## src/rtl/audio_mem_arbiter.sv

```systemverilog
// Audio memory arbiter: shares one single-port word RAM between a CPU,
// a sector-DMA writer and the audio decoder's read port. Fixed priority
// CPU > DMA > decoder, with a starvation override that forces the decoder
// to win after DEC_STARVE_LIMIT consecutive lost arbitrations.
// Each access takes IDLE/RESP -> ACCESS -> RESP, so back-to-back traffic
// runs at one RAM access every two cycles.
module audio_mem_arbiter #(
  parameter int DEC_STARVE_LIMIT = 4
) (
  input  logic        clk,
  input  logic        reset_n,
  // decoder read port
  input  logic [12:0] dec_addr,
  input  logic        dec_rd,
  output logic [15:0] dec_data,
  output logic        dec_ack,
  output logic        dec_ack_q,
  // sector-DMA write port
  input  logic [12:0] dma_addr,
  input  logic        dma_wr,
  input  logic [15:0] dma_wdata,
  output logic        dma_ack,
  // CPU port
  input  logic [12:0] cpu_addr,
  input  logic        cpu_rd,
  input  logic        cpu_wr,
  input  logic [15:0] cpu_wdata,
  output logic [15:0] cpu_rdata,
  output logic        cpu_ack,
  // RAM port
  output logic        ram_en,
  output logic        ram_we,
  output logic [12:0] ram_addr,
  output logic [15:0] ram_wdata,
  input  logic [15:0] ram_rdata
);

  localparam int CNT_W = (DEC_STARVE_LIMIT < 1) ? 1 : $clog2(DEC_STARVE_LIMIT + 1);
  localparam logic [CNT_W-1:0] STARVE_MAX = CNT_W'(DEC_STARVE_LIMIT);

  typedef enum logic [1:0] {
    IDLE   = 2'd0,
    ACCESS = 2'd1,
    RESP   = 2'd2
  } state_t;

  typedef enum logic [1:0] {
    SRC_NONE = 2'd0,
    SRC_CPU  = 2'd1,
    SRC_DMA  = 2'd2,
    SRC_DEC  = 2'd3
  } src_t;

  state_t           state, state_nxt;
  src_t             grant;
  src_t             win_src;
  logic             win_we;
  logic [12:0]      win_addr;
  logic [15:0]      win_wdata;
  logic [CNT_W-1:0] starve_cnt, starve_cnt_nxt;
  logic [15:0]      dec_data_q;
  logic [15:0]      cpu_rdata_q;
  logic             dec_ack_r;

  logic cpu_req, dma_req, dec_req;
  logic arb_en;
  logic starved;
  logic in_access, in_resp;
  logic cpu_cap;

  // Pending requests; the requester being acknowledged this cycle is
  // masked so its still-high request does not win a second time.
  always_comb begin
    cpu_req = (cpu_rd | cpu_wr) & ~((state == RESP) & (win_src == SRC_CPU));
    dma_req = dma_wr & ~((state == RESP) & (win_src == SRC_DMA));
    dec_req = dec_rd & ~((state == RESP) & (win_src == SRC_DEC));
  end

  assign arb_en  = ((state == IDLE) || (state == RESP)) && (cpu_req || dma_req || dec_req);
  assign starved = (starve_cnt == STARVE_MAX);

  // Winner selection: fixed priority unless the decoder has been starved.
  // NOTE: every signal assigned in an always_comb gets a default first,
  // otherwise a missed branch would infer a latch.
  always_comb begin
    grant = SRC_NONE;
    if (dec_req && starved)  grant = SRC_DEC;
    else if (cpu_req)        grant = SRC_CPU;
    else if (dma_req)        grant = SRC_DMA;
    else if (dec_req)        grant = SRC_DEC;
  end

  // Starvation counter: counts arbitrations the decoder loses while waiting.
  always_comb begin
    starve_cnt_nxt = starve_cnt;
    if (!dec_rd) begin
      starve_cnt_nxt = '0;
    end else if (arb_en) begin
      if (grant == SRC_DEC)
        starve_cnt_nxt = '0;
      else if (dec_req && (starve_cnt != STARVE_MAX))
        starve_cnt_nxt = starve_cnt + CNT_W'(1);
    end
  end

  // Next-state logic.
  always_comb begin
    state_nxt = state;
    unique case (state)
      IDLE:    state_nxt = arb_en ? ACCESS : IDLE;
      ACCESS:  state_nxt = RESP;
      RESP:    state_nxt = arb_en ? ACCESS : IDLE;
      default: state_nxt = IDLE;
    endcase
  end

  // State register, winner capture, starvation counter and read-data holds.
  // NOTE: clocked state uses non-blocking assignments so every register
  // samples the pre-edge values, independent of statement order.
  always_ff @(posedge clk) begin
    if (!reset_n) begin
      state       <= IDLE;
      win_src     <= SRC_NONE;
      win_we      <= 1'b0;
      win_addr    <= '0;
      win_wdata   <= '0;
      starve_cnt  <= '0;
      dec_data_q  <= '0;
      cpu_rdata_q <= '0;
      dec_ack_r   <= 1'b0;
    end else begin
      state      <= state_nxt;
      starve_cnt <= starve_cnt_nxt;
      dec_ack_r  <= dec_ack;
      if (arb_en) begin
        win_src <= grant;
        unique case (grant)
          SRC_CPU: begin
            // A simultaneous read+write from the CPU is treated as a write.
            win_we    <= cpu_wr;
            win_addr  <= cpu_addr;
            win_wdata <= cpu_wdata;
          end
          SRC_DMA: begin
            win_we    <= 1'b1;
            win_addr  <= dma_addr;
            win_wdata <= dma_wdata;
          end
          SRC_DEC: begin
            win_we    <= 1'b0;
            win_addr  <= dec_addr;
            win_wdata <= '0;
          end
          default: begin
            win_we    <= 1'b0;
            win_addr  <= '0;
            win_wdata <= '0;
          end
        endcase
      end
      if (dec_ack) dec_data_q  <= ram_rdata;
      if (cpu_cap) cpu_rdata_q <= ram_rdata;
    end
  end

  // Outputs are qualified with reset_n so that an access caught by reset
  // never strobes the RAM or acknowledges, even in the cycle reset arrives.
  assign in_access = reset_n && (state == ACCESS);
  assign in_resp   = reset_n && (state == RESP);

  // RAM strobe and registered-winner fields.
  always_comb begin
    ram_en    = in_access;
    ram_we    = in_access & win_we;
    ram_addr  = in_access ? win_addr  : '0;
    ram_wdata = in_access ? win_wdata : '0;
  end

  // Acks and read data; read data passes straight through in the ack cycle
  // and is held afterwards.
  always_comb begin
    cpu_ack   = in_resp && (win_src == SRC_CPU);
    dma_ack   = in_resp && (win_src == SRC_DMA);
    dec_ack   = in_resp && (win_src == SRC_DEC);
    cpu_cap   = cpu_ack && !win_we;
    dec_ack_q = reset_n & dec_ack_r;
    dec_data  = !reset_n ? '0 : (dec_ack ? ram_rdata : dec_data_q);
    cpu_rdata = !reset_n ? '0 : (cpu_cap ? ram_rdata : cpu_rdata_q);
  end

endmodule

```

## config.mk

```make
export PLATFORM = sky130hd
export DESIGN_NAME = audio_mem_arbiter
export DESIGN_NICKNAME = d
export VERILOG_FILES = /design/src/rtl/audio_mem_arbiter.sv
export SDC_FILE = /design/constraint.sdc
export NUM_CORES = 1
export LEC_CHECK = 0
export BUFFER_PORTS_ARGS = -buffer_cell sky130_fd_sc_hd__buf_2
export CAP_MARGIN = 15
export CORE_MARGIN = 2
export CORE_UTILIZATION = 40
export CTS_BUF_LIST = sky130_fd_sc_hd__clkbuf_16
export DETAILED_ROUTE_END_ITERATION = 10
export PLACE_DENSITY = 0.7
export SETUP_SLACK_MARGIN = 0.02
export SYNTH_ARGS = -nofsm -noshare
export SYNTH_HDL_FRONTEND = slang
export SYNTH_SLANG_ARGS = --single-unit
```

## constraint.sdc

```tcl
create_clock -name clk -period 5.3 [get_ports clk]
set_input_delay 0.265 -clock clk [delete_from_list [all_inputs] [get_ports clk]]
set_output_delay 0.265 -clock clk [all_outputs]
set_load 0.005 [all_outputs]
```

==> results of run 1 <==
## flip-flops by register name, summed over array words and instances (netlist names)
name         count
starve_cnt       3
win_we           1
dec_ack_r        1
win_wdata       16
win_addr        13
state            2
win_src          2
cpu_rdata_q     16
dec_data_q      16
## logic make-up (layout without fill, tap and decap cells)
group | Yosys count | count (layout) | synth area share, %
simple gates | 176 | 176 | 26.4
compound gates | 117 | 117 | 26.1
buf+inv | 44 | 183 | 5.47
fa+ha+maj | 2 | 2 | 0.738
flops | 70 | 70 | 41.4
## area by class of cell
| type | count | area [um^2] | area share (%) |
|---|---|---|---|
| Multi-Input combinational cell | 295 | 1810 | 40.6 |
| Tap cell | 105 | 131 | 2.95 |
| Sequential cell | 70 | 1400 | 31.5 |
| Clock inverter | 7 | 33.8 | 0.760 |
| Timing Repair Buffer | 164 | 837 | 18.8 |
| Clock buffer | 9 | 225 | 5.06 |
| Inverter | 3 | 11.3 | 0.253 |
## final timing paths
path / startpoint / end / slack (ns) / cells past startpoint
max: state[0] / cpu_rdata[2] / 1.99 / 5
min: ram_rdata[6] / cpu_rdata_q[6] / 0.17 / 3
max reg2reg: state[0] / win_src[0] / 2.33 / 4
min reg2reg: dec_data_q[12] / dec_data_q[12] / 0.46 / 2
## synth_stat cells
cell type  instances
o211a_1            2
o2bb2ai_1          1
ha_1               2
nand4_1           13
and4b_1            1
buf_1              5
a22o_1            34
dfxtp_1           70
clkinv_1           1
nor4_2             1
a222oi_1           1
a22oi_1            2
nor2_1            14
or4b_1             1
nor3_1             2
and4bb_2           1
nand3_1           32
a21boi_0           1
a2bb2oi_1          1
clkbuf_1          25
inv_1              2
buf_6              1
nor4_1             1
buf_2             10
nor2b_1            1
a21oi_1           19
o31ai_1           14
nor3_2             2
nand2_1           68
or3_1              1
nand4bb_1          2
a31oi_1           13
and2_1            31
nand4b_1           1
a21o_1            14
o2111ai_1         13
a41o_1             1
o21ai_0            1
or2_2              1
nand2b_1           3
## power by group
part	switching (mW)	total, mW	internal (mW)
combinational	0.0885	0.167	0.0790
clock	0.210	0.518	0.308
sequential	0.0176	0.571	0.553
total	0.316	1.26	0.941
## cell usage in the layout (no fill, tap or decap), types with 4 or more instances in the layout
cell type / synthesis / routed
buf_4: 0 / 4
dfxtp_1: 70 / 70
a22o_1: 34 / 34
o2111ai_1: 13 / 13
clkbuf_16: 0 / 9
buf_2: 10 / 159
a21o_1: 14 / 14
o31ai_1: 14 / 14
nand3_1: 32 / 32
a21oi_1: 19 / 19
nor2_1: 14 / 14
nand2_1: 68 / 68
a31oi_1: 13 / 13
and2_1: 31 / 31
inv_1: 2 / 4
nand4_1: 13 / 13
## through the flow
stage / utilization (%) / total power, mW / area, um^2 / hold WS [ns] / cells
after floorplan: - / 0.678 / 3390 / 0.405 / 409
after global placement: 50.7 / 0.741 / 4170 / 0.444 / 635
after detailed placement: 50.7 / 0.745 / 4170 / 0.453 / 635
after CTS: 53.9 / 1.26 / 4430 / 0.152 / 651
after global routing: 54.1 / 1.31 / 4450 / 0.167 / 653
final: 54.1 / 1.26 / 4450 / 0.168 / 653
## per-layer routing
metal,vias to the layer above,global-route usage [%],wire [um]
met5,-,0,0
met2,182,34.3,4410
li1,1763,-,-
met3,22,5.09,957
met4,0,11.1,260
met1,1618,29.3,4600
## worst max-delay path, cell delays in order (launching register included)
cell,delay (ns)
dfxtp_1,0.44
nand4bb_1,0.86
nor3_2,1.05
nand2_1,0.15
nand2_1,0.11
buf_2,0.11
==> results.tsv, run 1 <==
stage	metric	value	unit
timing	TNS Setup	0	ns
timing	clk_skew	0.00422	ns
clock_tree	clk_lat worst skew	0.32	ns
timing	max-slew violation count	0	
timing	# setup viols final	0	
finish	# fillers	814	
clock_tree	setup bufs post-CTS	0	
clock_tree	post-CTS sizing	0	
clock_tree	Clk pin slew, worst setup/hold paths	0.05	ns
yosys	synth unique cells	40	
yosys	share of the synthesized area in the top cell type	41.4	%
pwr	Power Dens Cells	283	nW/um^2
detailed_routing	drt wl/cell	15.7	um
pwr	VDD IR max	0.136	mV
critical_path	Worst Path Required	5.04	ns
yosys	largest cells by area after synthesis	dfxtp_1 (41%), a22o_1 (8.8%), nand2_1 (7.5%), and2_1 (5.7%), nand3_1 (4.7%)	
placed_design	pre-CTS WS	1.97	ns
detailed_routing	# DRC	0	
global_routing	global-route usage over all layers	22.3	%
global_routing	pin count of the biggest net entering global routing	37	
timing	Tcrit/Tclk final	62.5	%
timing	actual slew at the worst max-slew pin	1.20	ns
detailed_routing	Avg Vias per Cell	5.49	
die	Cell Rows	33	
run_status	result of the run	finished, final reports clean	
detailed_routing	Detailed Route Iter0 Violations	175	
clock_tree	H-tree levels	3	
job	max-cap viol count	0	
placed_design	DP HPWL	7090	um
placed_design	IO Port Bufs	159	
global_routing	initial antenna violation count	0	
yosys	#FFs+latches synth	70	
clock_tree	CTS sink cnt	70	
pwr	Leak	2.18	nW
die	io pins	160	
detailed_routing	Pre-antenna DRT Iters	5	
hold_path	hold crit path type	in -> reg	
clock_tree	Num CTS Buffers	9	
timing	final hold vios	0	
global_routing	grt total ovfl	0	
die	Die H	96.0	um
global_routing	first-pass GRT wire length	16000	um
finish	synth-to-layout area growth	31.2	%
critical_path	critical path startpoint category	flop	
clock_tree	clk root buf	clkbuf_16	
detailed_routing	final WL	10200	um
finish	Nets	638	
yosys	Syn Std Cell Area	3390	um^2
die	Die ar.	9220	um^2
die	Initial Utilization	41.2	%
critical_path	Critical Setup Path Class	reg -> out	
clock_tree	clk buf depth	2	
critical_path	Critical Path AT	3.05	ns
clock_tree	CTS tree	built	
yosys	Yosys warning count	0	
timing	setup ws final	1.99	ns
timing	Max Freq	302	MHz
timing	slew margin rel.	19.9	%
critical_path	crit path max fanout	20	
detailed_routing	Post-DRT Antenna Nets	0	
global_routing	vias in the first global route	3318	
yosys	Synth Net Count	504	
timing	RSZ-0062 raised after global routing	false	
detailed_routing	vias	3585	
finish	layout cell share with drive strength beyond 1	33.2	%
die	die width	96.0	um
yosys	post-synthesis sequential area ratio	41.4	%
timing	clock period minus worst slack	3.31	ns
yosys	Syn Area/Cell	8.28	um^2
finish	ANT cells	0	
clock_tree	hold-fix buffers at CTS	0	
die	Core Box Area	8220	um^2
yosys	Synth Instances	409	
critical_path	Crit. End Element	output pin	
yosys	post-synth top area cell	dfxtp_1	
placed_design	RD Place Congestion	0.828	
Note: power is estimated with default switching activity, not from simulation.
==> run 2, diff against run 1 <==
--- a/config.mk
+++ b/config.mk
@@ -11,7 +11,7 @@
 export CORE_UTILIZATION = 40
 export CTS_BUF_LIST = sky130_fd_sc_hd__clkbuf_16
 export DETAILED_ROUTE_END_ITERATION = 10
-export PLACE_DENSITY = 0.7
+export PLACE_DENSITY = 0.73
 export SETUP_SLACK_MARGIN = 0.02
 export SYNTH_ARGS = -nofsm -noshare
 export SYNTH_HDL_FRONTEND = slang
==> constraint.sdc (replaced) <==
create_clock -name clk -period 2.8 [get_ports clk]
set_input_delay 0.14 -clock clk [delete_from_list [all_inputs] [get_ports clk]]
set_output_delay 0.14 -clock clk [all_outputs]
set_load 0.005 [all_outputs]
==> results.tsv, run 2 (same netlist as run 1, synthesis figures left out) <==
stage	metric	value	unit	change
pwr	Tot Pwr	2.49	mW	+98%
global_routing	grt total ovfl	0		unchanged
timing	clk_skew	0.00736	ns	+0.00314 ns
finish	layout cell share with drive strength beyond 1	35.4	%	+2.1 points
pwr	Power Dens Cells	545	nW/um^2	+93%
placed_design	placed insts	649		+2.2%
critical_path	critical path startpoint category	flop		
placed_design	RD Place Congestion	0.895		+8.2%
finish	synth-to-layout area growth	34.9	%	
detailed_routing	Detailed Route Iter0 Violations	155		-11%
timing	final hold vios	0		unchanged
critical_path	Worst Path Required	2.95	ns	-2.09 ns
finish	ANT cells	0		unchanged
critical_path	Reg2Reg Depth	5		+1
detailed_routing	drt wl/cell	15.1	um	-3.8%
clock_tree	clk buf depth	2		unchanged
job	max-cap viol count	0		unchanged
timing	max-slew violation count	0		unchanged
timing	actual slew at the worst max-slew pin	1.04	ns	-0.159 ns
die	io pins	160		unchanged
finish	commonest cells after routing, fill and taps aside	buf_2 (159), dfxtp_1 (70), nand2_1 (68)		
die	Cell Rows	33		unchanged
timing	RSZ-0062 raised after global routing	false		
clock_tree	H-tree levels	3		unchanged
critical_path	Crit. End Element	flop		
die	Initial Utilization	41.2	%	unchanged
detailed_routing	vias	3641		+1.6%
die	Die ar.	9220	um^2	unchanged
clock_tree	post-CTS sizing	0		unchanged
pwr	Leak	2.24	nW	+2.6%
detailed_routing	# DRC	0		unchanged
clock_tree	Num CTS Buffers	9		unchanged
critical_path	Critical Setup Path Class	reg -> reg		
detailed_routing	Post-DRT Antenna Nets	0		unchanged
die	Core Box Area	8220	um^2	unchanged
hold_path	worst hold endpoint	cpu_rdata_q[4]		
timing	slew margin rel.	30.4	%	+11 points
clock_tree	clk_lat worst skew	0.33	ns	about the same
timing	Tcrit/Tclk final	87.6	%	
placed_design	IO Port Bufs	159		unchanged
die	Die H	96.0	um	unchanged
critical_path	FF-to-FF End	win_addr[1]		
detailed_routing	Pre-antenna DRT Iters	5		unchanged
clock_tree	CTS tree	built		
finish	biggest regs	cpu_rdata_q: 16 flops, dec_data_q: 16 flops, win_wdata: 16 flops		
global_routing	first-pass GRT wire length	15600	um	-2.5%
clock_tree	hold-fix buffers at CTS	0		unchanged
pwr	VDD IR max	0.250	mV	+84%
clock_tree	CTS sink cnt	70		unchanged
die	die width	96.0	um	unchanged
finish	Nets	650		+1.9%
timing	Hold WS	0.0418	ns	-0.126 ns
global_routing	vias in the first global route	3352		+1.0%
finish	most common cell after layout, fill and taps aside	buf_2		
hold_path	hold crit path type	in -> reg		
detailed_routing	final WL	10000	um	-2.0%
critical_path	worst reg-to-reg setup slack	0.35	ns	-1.98 ns
global_routing	pin count of the biggest net entering global routing	33		-11%
run_status	result of the run	finished, final reports clean		
clock_tree	clk root buf	clkbuf_16		
detailed_routing	Avg Vias per Cell	5.48		-0.27%
clock_tree	Clk pin slew, worst setup/hold paths	0.06	ns	about the same
global_routing	global-route usage over all layers	21.4	%	-0.90 points
timing	TNS Setup	0	ns	unchanged
timing	clock period minus worst slack	2.45	ns	
global_routing	initial antenna violation count	0		unchanged
clock_tree	setup bufs post-CTS	0		unchanged
critical_path	Worst R2R Start	state[0]		
critical_path	Critical Path AT	2.60	ns	-0.45 ns
hold_path	Hold Crit Start	ram_rdata[4]		
timing	# setup viols final	0		unchanged
critical_path	crit path max fanout	20		unchanged
hold_path	hold path depth	3		unchanged
finish	non-filler cells in the finished layout	665		+1.8%
timing	Max Freq	408	MHz	
placed_design	DP HPWL	7150	um	+0.79%
## run 2: how the worst max path moves through the flow
stage | start | endpoint | slack (ns)
floorplan | win_src[1] | win_wdata[7] | 1.05
global placement | state[0] | win_src[0] | 0.49
detailed placement | state[0] | win_src[0] | 0.43
CTS | state[0] | win_src[0] | 0.38
global route | state[0] | win_addr[12] | 0.15
finish | state[0] | win_addr[1] | 0.35
## run 2: report_power, final
| group | internal, mW | total (mW) | switching [mW] |
|---|---|---|---|
| Clock | 0.621 | 1.09 | 0.465 |
| Combinational | 0.158 | 0.329 | 0.171 |
| Sequential | 1.05 | 1.08 | 0.0315 |
| Total | 1.83 | 2.49 | 0.667 |
## run 2: area by class of cell
class,instances,area (um^2)
inverters,3,11.3
well taps,105,131
fillers,781,3650
repair buffers,176,923
flip-flops and latches,70,1400
multi-input cells,295,1810
clock inverters,7,63.8
clock buffers,9,225
## run 2: per-stage QoR
stage | area, um^2 | util [%] | worst slack (ns)
final | 4570 | 55.6 | 0.348
after global placement | 4280 | 52.1 | 0.491
after global routing | 4570 | 55.6 | 0.146
after CTS | 4570 | 55.6 | 0.384
after detailed placement | 4280 | 52.1 | 0.430
after floorplan | 3390 | - | 1.05
## run 2: worst max-delay path: stages (launching register included)
cell and delay [ns]:
dfxtp_1 0.63, nand4bb_1 0.20, buf_4 0.24, a222oi_1 0.20, nor2_1 0.80, a31oi_1 0.20
## run 2: per-layer routing
layer  up-vias  GRT usage (%)  share of wire [%]
li1       1791              -                  -
met1      1663           28.1                 45
met2       169           34.4                 45
met3        18           4.39                8.7
met4         0           8.33                1.3
met5         -              0                  0
